File: src/rtl/phys_reg_free_list.sv
// phys_reg_free_list: circular FIFO of free physical register indices.
// The head feeds rename, the tail takes registers freed at ROB commit, and a
// committed (architectural) head lets a flush hand back every speculatively
// allocated register in a single cycle.
// Optional feature macro: FREE_LIST_DUP_CHECK_EN adds a free bitmap that
// drops double-frees and reports them on dup_err.
// Pointers carry one extra wrap bit; DEPTH must be a power of two so the
// natural PTR_W-bit rollover is the required modulo-2*DEPTH arithmetic.
module phys_reg_free_list #(
  parameter  int PHYS_REG_BITS = 6,
  parameter  int NUM_PHYS      = 64,
  parameter  int ARCH_REGS     = 32,
  localparam int DEPTH         = NUM_PHYS - ARCH_REGS,
  localparam int PTR_W         = $clog2(DEPTH) + 1
) (
  input  logic                     clk,
  input  logic                     rst,
  input  logic                     dequeue,
  output logic [PHYS_REG_BITS-1:0] phys_reg,
  output logic                     is_free_list_empty,
  input  logic                     enqueue,
  input  logic [PHYS_REG_BITS-1:0] enqueue_preg,
  input  logic                     commit_alloc,
  input  logic                     flush,
  output logic [PTR_W-1:0]         free_count,
  output logic                     overflow
`ifdef FREE_LIST_DUP_CHECK_EN
  ,output logic                    dup_err
`endif
);

  localparam int IDX_W = PTR_W - 1;

  logic [PHYS_REG_BITS-1:0] mem_q [DEPTH];
  logic [PTR_W-1:0]         head_q, head_d;
  logic [PTR_W-1:0]         tail_q, tail_d;
  logic [PTR_W-1:0]         arch_head_q, arch_head_d;
  logic                     overflow_q, overflow_d;

  logic empty_s, full_s, deq_acc_s, enq_valid_s, enq_acc_s, dup_s;

  // Occupancy flags straight from the registered pointers.
  always_comb begin
    empty_s = (head_q == tail_q);
    full_s  = (head_q[PTR_W-1] != tail_q[PTR_W-1]) &&
              (head_q[IDX_W-1:0] == tail_q[IDX_W-1:0]);
  end

  assign phys_reg           = mem_q[head_q[IDX_W-1:0]];
  assign is_free_list_empty = empty_s;
  assign free_count         = tail_q - head_q;
  assign overflow           = overflow_q;

  // Accept/drop decisions and pointer next-state; flush wins over dequeue.
  always_comb begin
    deq_acc_s   = dequeue && !empty_s && !flush;
    enq_valid_s = enqueue && (enqueue_preg != {PHYS_REG_BITS{1'b0}}) && !dup_s;
    // A full list still takes a free when this cycle's dequeue makes room.
    enq_acc_s   = enq_valid_s && (!full_s || deq_acc_s);
    overflow_d  = overflow_q | (enq_valid_s && full_s && !deq_acc_s);

    if (enq_acc_s) begin
      tail_d = tail_q + {{(PTR_W-1){1'b0}}, 1'b1};
    end else begin
      tail_d = tail_q;
    end

    // Commit can only retire registers that rename has actually taken.
    if (commit_alloc && (arch_head_q != head_q)) begin
      arch_head_d = arch_head_q + {{(PTR_W-1){1'b0}}, 1'b1};
    end else begin
      arch_head_d = arch_head_q;
    end

    if (flush) begin
      head_d = arch_head_d;
    end else if (deq_acc_s) begin
      head_d = head_q + {{(PTR_W-1){1'b0}}, 1'b1};
    end else begin
      head_d = head_q;
    end
  end

  // FIFO storage and pointers; reset preloads the non-architectural registers.
  always_ff @(posedge clk) begin
    if (!rst) begin
      for (int i = 0; i < DEPTH; i++) begin
        mem_q[i] <= PHYS_REG_BITS'(ARCH_REGS + i);
      end
      head_q      <= {PTR_W{1'b0}};
      arch_head_q <= {PTR_W{1'b0}};
      tail_q      <= PTR_W'(DEPTH);
      overflow_q  <= 1'b0;
    end else begin
      if (enq_acc_s) begin
        mem_q[tail_q[IDX_W-1:0]] <= enqueue_preg;
      end
      head_q      <= head_d;
      arch_head_q <= arch_head_d;
      tail_q      <= tail_d;
      overflow_q  <= overflow_d;
    end
  end

`ifdef FREE_LIST_DUP_CHECK_EN
  logic [NUM_PHYS-1:0] free_q, free_d;
  logic                dup_err_q;
  logic [PTR_W-1:0]    span_s, walk_s;

  assign dup_s   = enqueue && (enqueue_preg != {PHYS_REG_BITS{1'b0}}) && free_q[enqueue_preg];
  assign dup_err = dup_err_q;

  // Free bitmap next-state: allocate clears, reclaim sets, flush re-marks
  // everything between the committed head and the speculative head.
  always_comb begin
    free_d = free_q;
    span_s = head_q - arch_head_d;
    walk_s = arch_head_d;
    if (deq_acc_s) begin
      free_d[phys_reg] = 1'b0;
    end else begin
      free_d = free_d;
    end
    if (enq_acc_s) begin
      free_d[enqueue_preg] = 1'b1;
    end else begin
      free_d = free_d;
    end
    if (flush) begin
      for (int j = 0; j < DEPTH; j++) begin
        walk_s = arch_head_d + PTR_W'(j);
        if (PTR_W'(j) < span_s) begin
          free_d[mem_q[walk_s[IDX_W-1:0]]] = 1'b1;
        end else begin
          free_d = free_d;
        end
      end
    end else begin
      free_d = free_d;
    end
  end

  // Bitmap state and the one-cycle duplicate-free pulse.
  always_ff @(posedge clk) begin
    if (!rst) begin
      free_q    <= {{DEPTH{1'b1}}, {ARCH_REGS{1'b0}}};
      dup_err_q <= 1'b0;
    end else begin
      free_q    <= free_d;
      dup_err_q <= dup_s;
    end
  end
`else
  assign dup_s = 1'b0;
`endif

endmodule

File: config.mk
export PLATFORM = sky130hd
export DESIGN_NAME = phys_reg_free_list
export DESIGN_NICKNAME = d
export VERILOG_FILES = /design/src/rtl/phys_reg_free_list.sv
export SDC_FILE = /design/constraint.sdc
export NUM_CORES = 1
export LEC_CHECK = 0
export CORE_UTILIZATION = 61
export CTS_CLUSTER_SIZE = 14
export DETAILED_ROUTE_END_ITERATION = 8
export GPL_TIMING_DRIVEN = 0
export PLACE_DENSITY = 0.79
export SYNTH_ARGS = -nofsm -noshare
export SYNTH_HDL_FRONTEND = slang
export SYNTH_SLANG_ARGS = --single-unit
File: constraint.sdc
create_clock -name clk -period 3.6 [get_ports clk]
set_input_delay 0.72 -clock clk [delete_from_list [all_inputs] [get_ports clk]]
set_output_delay 0.72 -clock clk [all_outputs]
set_load 0.005 [all_outputs]
Word level (Yosys, flattened, before mapping)

Memory sizes are Yosys's and may differ from the RTL's. A register that Yosys moved wholly into a read port is not among the register bits.
Cells that the tools add are included.

Bits in registers: 19
Bits in latches: 0
RAM bits: 192
Bits in read-only memories: 0
Bits of input ports: 12
Word-level logic and storage cells: 42
Memories kept: 1

$add $sub $neg: 4
Multipliers: 0
Div/mod/pow operators: 0
Magnitude comparators: 0
Equality and inequality tests: 4
Shifts and indexed selects: 0
Multiplexer cells: 12
Bitwise gates (word level): 1
Reduce and logical (&&, ||, !) cells: 16

Memory list:

| name  | depth | bits a word | read ports | clocked after Yosys merged registers in | write ports | RTL line | RTL |
|---|---|---|---|---|---|---|---|
| mem_q | 32    | 6           | 1          | 1                                       | 32          | 34       | `logic [PHYS_REG_BITS-1:0] mem_q [DEPTH];` |

Operator list:

| cell                                                           | count |
|---|---|
| 6-bit two-way mux                                              | 4 |
| 6-bit by 1-bit adder with 6-bit output (second input constant) | 3 |
| 5-bit two-way mux                                              | 3 |
| 1-bit logical AND                                              | 8 |
| 6-bit == test                                                  | 1 |
| 6-bit inequality test                                          | 1 |
| 6-bit nonzero test                                             | 1 |
| 6-bit OR reduction                                             | 1 |
| 6-bit subtractor                                               | 1 |
| 5-bit == test                                                  | 1 |
| 1-bit two-way mux                                              | 5 |
| 1-bit logical NOT                                              | 4 |
| 2-bit nonzero test                                             | 1 |
| 1-bit logical OR                                               | 1 |
| 1-bit inequality test                                          | 1 |
| 1-bit bitwise OR                                               | 1 |

Depth between registers and ports, before layout

Gate-level depths: netlist (run 1).

Word-level depth: 11
Mapped depth: 11
Depth with buffers taken out: 7

Worst setup path after synthesis (run 1)

Ideal clock, no wire load.

Path type: flip-flop to output port
Start: reg with a tool-made name
End: out phys_reg[0]
Arrival: 2,072 ps
Data required time: 2,880 ps
Setup slack: 808 ps
Cell stages (with the launch flop): 6
Buffers on the path: 2
Path through: dfxtp_1 -> clkbuf_1 -> clkbuf_1 -> mux4_2 -> mux4_2 -> mux2_2

RTL lines:

| element   | RTL line | RTL |
|---|---|---|
| to (decl) | 19       | `output logic [PHYS_REG_BITS-1:0] phys_reg,` |

==> results of run 1 <==
==> report_power, final <==
part           switching, mW  internal (mW)  total [mW]
Clock                  0.984           1.61        2.59
Sequential            0.0552           2.79        2.85
Combinational          0.615          0.448        1.06
Total                   1.65           4.85        6.50
==> final cells by class <==
type                    instances  share of cell area (%)
multi-input cells             524                    31.7
plain buffers                  55                    2.86
well taps                     220                    2.33
clock buffers                  31                    5.74
inverters                      13                   0.413
clock inverters                13                    1.36
flip-flops and latches        216                    53.0
repair buffers                 28                    2.65
==> cells by family after synthesis <==
logic type | count (synthesis)
AOI/OAI and AO/OA | 35
DFF | 216
adders and majority gates | 12
xor gates and xnor gates | 21
buffers and inverters | 68
muxes | 68
and+or+nand+nor | 388
==> final timing paths <==
check                                   end                   start  cells after the start
setup / recovery                phys_reg[2]                    flop                      6
hold / removal          overflow$_SDFF_PN0_     overflow$_SDFF_PN0_                      2
setup reg to reg  mem_q[9][1]$_SDFFCE_PN0P_  head_q[2]$_SDFFE_PN0N_                     10
hold reg to reg         overflow$_SDFF_PN0_     overflow$_SDFF_PN0_                      2
==> repair_timing <==
action / in CTS / in global routing
cloned: 1 / 0
setup buffers: 4 / 0
hold buffers: 0 / 0
setup endpoints to repair: 7 / 5
resized for setup: 28 / 8
==> flip-flops by register name, indices dropped and copies added, names as in the netlist, named ones only <==
register	count
overflow	1
arch_head_q	6
tail_q	6
head_q	6
mem_q	192
==> metrics by stage <==
| step | setup TNS (ns) | util, % | total power, mW | instance area (µm²) | hold WS, ns |
|---|---|---|---|---|---|
| 2_1_floorplan | 0 | - | 3.48 | 10300 | 0.460 |
| 3_3_place_gp | -1.80 | 65.4 | 3.84 | 10800 | 0.484 |
| 3_5_place_dp | -2.06 | 65.4 | 3.87 | 10800 | 0.499 |
| 4_1_cts | -0.296 | 71.3 | 6.45 | 11800 | 0.517 |
| 5_1_grt | 0 | 71.5 | 6.62 | 11800 | 0.551 |
| 6_report | 0 | 71.5 | 6.50 | 11800 | 0.509 |
==> worst reg2reg max path, cell delays in order, from the launching register on <==
cell and delay (ns):
dfxtp_1 0.43, inv_1 0.11, ha_1 0.36, and4_1 0.17, clkbuf_1 0.16, and4_1 0.21, buf_2 0.17, nor4_2 0.66
buf_2 0.35, nand2_1 0.08, nand2_1 0.33
==> layer usage <==
layer / share of wire (%) / vias to the layer above
met2: 47 / 673
met3: 14 / 143
met4: 7.2 / 0
met1: 32 / 3569
li1: - / 3038
met5: 0 / -
==> cell usage in the layout, fill, tap and decap left out, types with 6 or more instances in the layout <==
master             n
a21oi_1           12
dfxtp_1           21
xnor2_1           11
nand4_1            9
nor2_1           111
clkbuf_16         25
buf_2             12
edfxtp_1         192
nand2b_1           6
nor3_1            11
ha_1              11
nand3_1           21
nor4_2             9
and2_1             6
clkbuf_1          30
nand2_1          194
xor2_1            10
clkinv_1           7
mux4_2            60
inv_1             12
clkdlybuf4s50_1   17
==> out/results.txt, run 1 <==
status: finished, final reports clean
min Tclk post-route: 3.54 ns
# setup viols final: 0
worst slack, placed: -0.409 ns
critical path class: flop to output port
CTS tree: built
synthesized area per cell: 12.7 µm²
GR Util met3: 5.69%
Data required, critical path: 2.88 ns
xor-xnor portion of the synthesized cell area: 1.79%
syn nets: 832
GP Congestion: 0.929
Synth-to-Final Area Change: 14.7%
CP endpoint kind: output port
mux cell area share after synthesis: 14.0%
vias in the first global route: 7358
diodes inserted: 0
Longest Clk Path Bufs: 3
number of synthesized flops with an enable pin: 192
CP max FO: 5
Net count, final: 886
Skew-Pair Late Insertion Delay: 0.51 ns
post-synth cell types: 49
post-synthesis compound-gate area fraction: 2.39%
Seq/Total Area, Yosys: 60.7%
crit path DAT: 2.82 ns
Synth Instances: 808
met2 Usage GRT: 55.3%
Final Hold Vio Count: 0
PortBufs: 23
Total GRT Usage: 34.7%
worst hold path type: flop to flop
simple-gate share of the synthesized area: 16.6%
grt total ovfl: 0
largest family of logic cells by synthesized area: simple AND/OR/NAND/NOR gates
num ports: 26
Filler cells: 1037
slowest CP cell: mux4_2
htree depth: 1
first-pass GRT wire length: 43.7 mm
initial DRC count: 1198
die width: 132 µm
Synth top area share: 56.0%
Setup Skew: 0.0134 ns
fin. max-slew vios: 0
Post-DRT Antenna Nets: 0
Peak Freq: 283 MHz
cell taking the most area after synthesis: edfxtp_1
Critical Path Max Stage Delay: 0.52 ns
routed via count: 7423
largest net degree at the start of global routing: 14
DRT Pass-1 Iters: 6
reg2reg setup slack: 0.22 ns
asr flop ratio synth: 0%
slew margin rel.: 1.93%
post-DR vias/cell: 6.75
Die Area: 0.0174 mm²
layout cells sized above 1: 17.6%
Leak Pwr: 3.56 nW
Final WS setup: 0.0613 ns
critical path's top delay family: multiplexers
CTS root buf: clkbuf_16
critical-path cell list: buf_12, bufbuf_16, mux4_2, mux4_2, mux2_2, dlygate4sd2_1
RSZ-0062 raised after global routing: false
Slew @ Worst Pin: 1.47 ns
Period Utilization, post-route: 98.3%
Die Span Y: 132 µm
Buf+Inv Stages, Crit Path: 3
Core Region: 0.0165 mm²
max-cap violations: 0
crit path launch type: flop
number of remaining DRC errors: 0
area occupied by registers: 0.00625 mm²
initial core utilization: 62.3%
yosys warns: 0
final std cells w/o fill: 1100
synthesized flop and latch total: 216
antenna violations before repair: 0
area of the multi-input gates: 0.00374 mm²
global route hottest layer: met2
Core Rows: 47
met1 usage: 45.0%
Post-Syn Area: 0.0103 mm²
synth top area cells: edfxtp_1 (56%), mux4_2 (13%), nand2_1 (7.1%)
Post-Route WL: 29.4 mm
Synth Area in Adders: 1.53%
Most common cell on crit path: mux4_2
clock slew at reported path FFs: 0.05 ns
worst vdd ir: 0.402 mV
Main synth FF type: edfxtp_1
CTS sink count: 216
P per Cell Area: 551 mW/mm²
top-count cell post-synth: nand2_1
Inst Count DP: 1051
Routed WL per cell: 26.8 µm
TritonCTS buffer count: 24
top post-synthesis cells by count: nand2_1 (194), edfxtp_1 (192), nor2_1 (111), mux4_2 (60), clkbuf_1 (32)
detailed placement HPWL: 19.9 mm
Power figures use the tool's default switching activity.
==> run 2: changes to the inputs <==
--- a/config.mk
+++ b/config.mk
@@ -5,11 +5,11 @@
 export SDC_FILE = /design/constraint.sdc
 export NUM_CORES = 1
 export LEC_CHECK = 0
-export CORE_UTILIZATION = 61
+export CORE_UTILIZATION = 50
 export CTS_CLUSTER_SIZE = 14
 export DETAILED_ROUTE_END_ITERATION = 8
 export GPL_TIMING_DRIVEN = 0
-export PLACE_DENSITY = 0.79
+export PLACE_DENSITY = 0.67
 export SYNTH_ARGS = -nofsm -noshare
 export SYNTH_HDL_FRONTEND = slang
 export SYNTH_SLANG_ARGS = --single-unit
==> run 2 against run 1 <==
Effect of this change:
- clock skew fell by 0.0054 ns
- worst hold slack worse by 0.011 ns
- flip-flop and latch count stayed put
- maximum frequency decreased by 0.58%
- core utilization fell by 13 points
- cell area fell by 0.20%
- final cell count grew 4.5%
- power fell by 4.8%
- worst setup slack worse by 0.021 ns
- wire length fell by 0.66%
- die area is 22% higher
- critical path type unchanged
- critical endpoint is now phys_reg[5]
- largest power group unchanged
==> out/results.txt, run 2 (same netlist as run 1, synthesis figures left out) <==
Worst Hold End: overflow$_SDFF_PN0_
first-pass GRT wire length: 42.8 mm
grt total ovfl: 0
Die Area: 0.0212 mm²
Routed WL per cell: 25.4 µm
CTS sink count: 216
Post-Route Setup TNS: 0 ns
Finished Cell Area: 0.0118 mm²
diodes inserted: 0
Final WS setup: 0.0405 ns
initial core utilization: 50.9%
Post-Route WL: 29.2 mm
area of the multi-input gates: 0.00375 mm²
critical path class: flop to output port
Setup Skew: 0.00804 ns
Data required, critical path: 2.88 ns
Top reg by flops: mem_q
total chip power: 6.19 mW
CP max FO: 7
max-cap violations: 0
Inst Count DP: 1101
Slew @ Worst Pin: 1.31 ns
clock network fraction of total power: 36.8%
most frequent cells in the layout: nand2_1 (194), edfxtp_1 (192), nor2_1 (111)
P per Cell Area: 526 mW/mm²
Longest Clk Path Bufs: 3
Leak Pwr: 3.51 nW
post-placement cell area: 0.0109 mm²
die width: 146 µm
crit path launch type: flop
routed via count: 6975
Net count, final: 889
status: finished, final reports clean
layout cells sized above 1: 18.0%
Reg-to-Reg Start: tail_q[0]$_SDFFE_PN0P_
number of remaining DRC errors: 0
Hold Path Stages: 2
Gate power share: 17.2%
commonest non-fill, non-tap cell in the layout: nand2_1
slowest CP cell: mux4_2
clock slew at reported path FFs: 0.06 ns
Post-DRT Antenna Nets: 0
Period Utilization, post-route: 98.9%
# setup viols final: 0
internal power: 4.58 mW
TritonCTS buffer count: 24
Final Core Density: 58.2%
Synth-to-Final Area Change: 14.4%
Buf+Inv Stages, Crit Path: 3
Critical Path Max Stage Delay: 0.58 ns
worst vdd ir: 0.346 mV
detailed placement HPWL: 19.4 mm
vias in the first global route: 6815
fin. max-slew vios: 0
path depth of the worst reg2reg path: 9
Total GRT Usage: 28.2%
slew margin rel.: 12.3%
post-DR vias/cell: 6.07
area occupied by registers: 0.00625 mm²
GR Util met3: 7.30%
CP endpoint kind: output port
switching fraction of total power: 26.1%
crit path DAT: 2.84 ns
reg2reg setup slack: 0.25 ns
min Tclk post-route: 3.56 ns
switching power: 1.61 mW
sequential fraction of design power: 45.9%
Final Hold Vio Count: 0
met1 usage: 37.0%
max FFs per register: 192
DRT Pass-1 Iters: 5
htree depth: 1
critical path's top delay family: multiplexers
worst hold start: overflow$_SDFF_PN0_
Skew-Pair Late Insertion Delay: 0.51 ns
hold_ws: 0.498 ns
final std cells w/o fill: 1150
worst hold path type: flop to flop
Die Span Y: 146 µm
Filler cells: 1665
Worst R2R End: mem_q[9][5]$_SDFFCE_PN1P_
largest net degree at the start of global routing: 13
RSZ-0062 raised after global routing: false
GP Congestion: 0.888
antenna violations before repair: 1
worst slack, placed: -0.552 ns
critical-path cell list: buf_12, buf_12, mux4_2, mux4_2, mux2_2, dlygate4sd2_1
initial DRC count: 823
CTS tree: built
CTS root buf: clkbuf_16
num ports: 26
Peak Freq: 281 MHz
met2 Usage GRT: 44.7%
Core Rows: 52
global route hottest layer: met2
Core Region: 0.0202 mm²
PortBufs: 23
run 2: what timing repair did:
action	CTS	global route
gates cloned	2	0
gates resized for setup	42	7
endpoints found under the setup margin	7	5
setup buffers	6	1
hold buffers	0	0
run 2: worst reg2reg max path, cell delays in order (launching register included):
cell,delay [ns]
dfxtp_1,0.49
inv_1,0.15
ha_1,0.31
and4_1,0.29
and4_1,0.22
buf_2,0.17
nor4_2,0.65
buf_2,0.35
nand2_1,0.08
nand2_1,0.31
run 2: power by group through the flow:
stage                     clock network (mW)  registers (mW)  logic (mW)
final                                   2.28            2.84        1.07
after global routing                    2.39            2.85        1.12
after CTS                               2.29            2.84        1.05
after detailed placement                   0            2.89       0.977
after global placement                     0            2.89       0.975
after floorplan                            0            2.87       0.612
run 2: area by class of cell:
type	instances	area share (%)
Clock buffer	30	5.47
Sequential cell	216	53.1
Clock inverter	11	0.648
Timing Repair Buffer	32	2.86
Buffer	54	2.83
Multi-Input combinational cell	524	31.8
Inverter	13	0.414
Tap cell	270	2.87
run 2: how the worst max path moves through the flow:
stage                      startpoint  slack [ns]  depth (start not counted)            end
2_1_floorplan                    flop        0.81                          5    phys_reg[0]
4_1_cts        tail_q[1]$_SDFFE_PN0P_        0.02                          7  free_count[5]
3_3_place_gp                     flop       -0.53                          6    phys_reg[5]
3_5_place_dp                     flop       -0.55                          6    phys_reg[5]
5_1_grt                          flop        0.01                          6    phys_reg[2]
6_report                         flop        0.04                          6    phys_reg[5]
run 2: layer usage:
metal / vias up / routed length, µm
met5: - / 8
met4: 2 / 1310
met1: 3403 / 10700
met2: 421 / 13800
met3: 98 / 3370
li1: 3051 / -
==> run 3: changes to the inputs <==
--- a/config.mk
+++ b/config.mk
@@ -6,7 +6,6 @@
 export NUM_CORES = 1
 export LEC_CHECK = 0
 export CORE_UTILIZATION = 50
-export CTS_CLUSTER_SIZE = 14
 export DETAILED_ROUTE_END_ITERATION = 8
 export GPL_TIMING_DRIVEN = 0
 export PLACE_DENSITY = 0.67
==> run 3 against run 2 <==
Effect of this change:
- sequential share of layout area is the same
- first-iteration DRC count grew 11%
- critical path type unchanged
- clock skew grew 0.0012 ns
- non-clock buffer count is the same
- maximum frequency is essentially flat
- highest routed layer unchanged
==> out/results.txt, run 3 (same netlist as run 1, synthesis figures left out) <==
die width: 146 µm
post-DR vias/cell: 6.03
initial DRC count: 911
critical-path cell list: buf_12, buf_12, mux4_2, mux4_2, mux2_2, dlygate4sd2_1
P per Cell Area: 525 mW/mm²
Worst Hold End: overflow$_SDFF_PN0_
first-pass GRT wire length: 42.8 mm
CTS tree: built
TritonCTS buffer count: 24
fin. max-slew vios: 0
Die Area: 0.0212 mm²
Slew @ Worst Pin: 1.32 ns
worst hold start: overflow$_SDFF_PN0_
Peak Freq: 281 MHz
min Tclk post-route: 3.56 ns
Period Utilization, post-route: 98.9%
Critical Path Max Stage Delay: 0.58 ns
Routed WL per cell: 25.4 µm
antenna violations before repair: 1
max FFs per register: 192
Core Rows: 52
slew margin rel.: 11.5%
critical path class: flop to output port
Top reg by flops: mem_q
PortBufs: 23
Post-Route WL: 29.2 mm
worst slack, placed: -0.552 ns
met2 Usage GRT: 44.7%
htree depth: 1
num ports: 26
detailed placement HPWL: 19.4 mm
Finished Cell Area: 0.0118 mm²
Leak Pwr: 3.51 nW
Reg-to-Reg Start: tail_q[0]$_SDFFE_PN0P_
Die Span Y: 146 µm
CP max FO: 7
clock slew at reported path FFs: 0.06 ns
worst vdd ir: 0.343 mV
Final WS setup: 0.0398 ns
GP Congestion: 0.888
max-cap violations: 0
Post-DRT Antenna Nets: 0
CTS Hold Bufs: 0
Worst R2R End: mem_q[9][5]$_SDFFCE_PN1P_
CTS root buf: clkbuf_16
Longest Clk Path Bufs: 3
CTS sink count: 216
met1 usage: 37.0%
diodes inserted: 0
Setup Skew: 0.00921 ns
grt total ovfl: 0
Inst Count DP: 1101
crit path launch type: flop
Data required, critical path: 2.88 ns
vias in the first global route: 6815
CP endpoint kind: output port
Hold Path Stages: 2
Net count, final: 889
Core Region: 0.0202 mm²
worst hold path type: flop to flop
DRT Pass-1 Iters: 5
Skew-Pair Late Insertion Delay: 0.51 ns
Synth-to-Final Area Change: 14.4%
reg2reg setup slack: 0.27 ns
Post-Route Setup TNS: 0 ns
crit path DAT: 2.84 ns
# setup viols final: 0
RSZ-0062 raised after global routing: false
status: finished, final reports clean
commonest non-fill, non-tap cell in the layout: nand2_1
most frequent cells in the layout: nand2_1 (194), edfxtp_1 (192), nor2_1 (111)
layout cells sized above 1: 18.0%
largest net degree at the start of global routing: 13
global route hottest layer: met2
number of remaining DRC errors: 0
slowest CP cell: mux4_2
routed via count: 6936
initial core utilization: 50.9%
post-placement cell area: 0.0109 mm²
final std cells w/o fill: 1150
path depth of the worst reg2reg path: 9
Total GRT Usage: 28.2%
Final Hold Vio Count: 0
total chip power: 6.19 mW
GR Util met3: 7.30%
-- run 3: cell counts in the layout (fill, tap and decap cells not counted) --
Identical to the previous run, type by type.
-- run 3: repair_timing --
item / in CTS / in global routing
gates cloned: 2 / 0
gates resized for setup: 42 / 7
setup buffers: 6 / 1
endpoints found under the setup margin: 7 / 5
-- run 3: how the worst max path moves through the flow --
stage,startpoint,end,cells past startpoint
2_1_floorplan,flop,phys_reg[0],5
3_3_place_gp,flop,phys_reg[5],6
3_5_place_dp,flop,phys_reg[5],6
4_1_cts,tail_q[1]$_SDFFE_PN0P_,free_count[5],7
5_1_grt,flop,phys_reg[2],6
6_report,flop,phys_reg[5],6
-- run 3: power breakdown --
part	internal [mW]	switching, mW
clock	1.33	0.950
combinational	0.458	0.608
sequential	2.79	0.0510
-- run 3: final cells by class --
type                            count  area (µm²)
Inverter                           13        48.8
Sequential cell                   216        6250
Buffer                             54         334
Clock buffer                       30         644
Tap cell                          270         338
Fill cell                        1665        8450
Multi-Input combinational cell    524        3750
Clock inverter                     11        76.3
Timing Repair Buffer               32         337
-- run 3: worst max-delay path, delay by kind of cell, from the launching register on --
| kind | cells | cell delay [ns] |
|---|---|---|
| mux | 3 | 1.39 |
| buf+inv | 3 | 0.58 |
| flops | 1 | 0.37 |
-- run 3: stage by stage --
step	hold slack (ns)	util (%)
after floorplan	0.460	-
after global placement	0.476	53.7
after detailed placement	0.480	53.7
after CTS	0.508	58.2
after global routing	0.548	58.2
final	0.504	58.2
-- run 3: layer usage --
layer,up-vias,wire [µm]
li1,3054,-
met1,3366,10800
met2,416,13700
met3,98,3380
met4,2,1360
met5,-,8
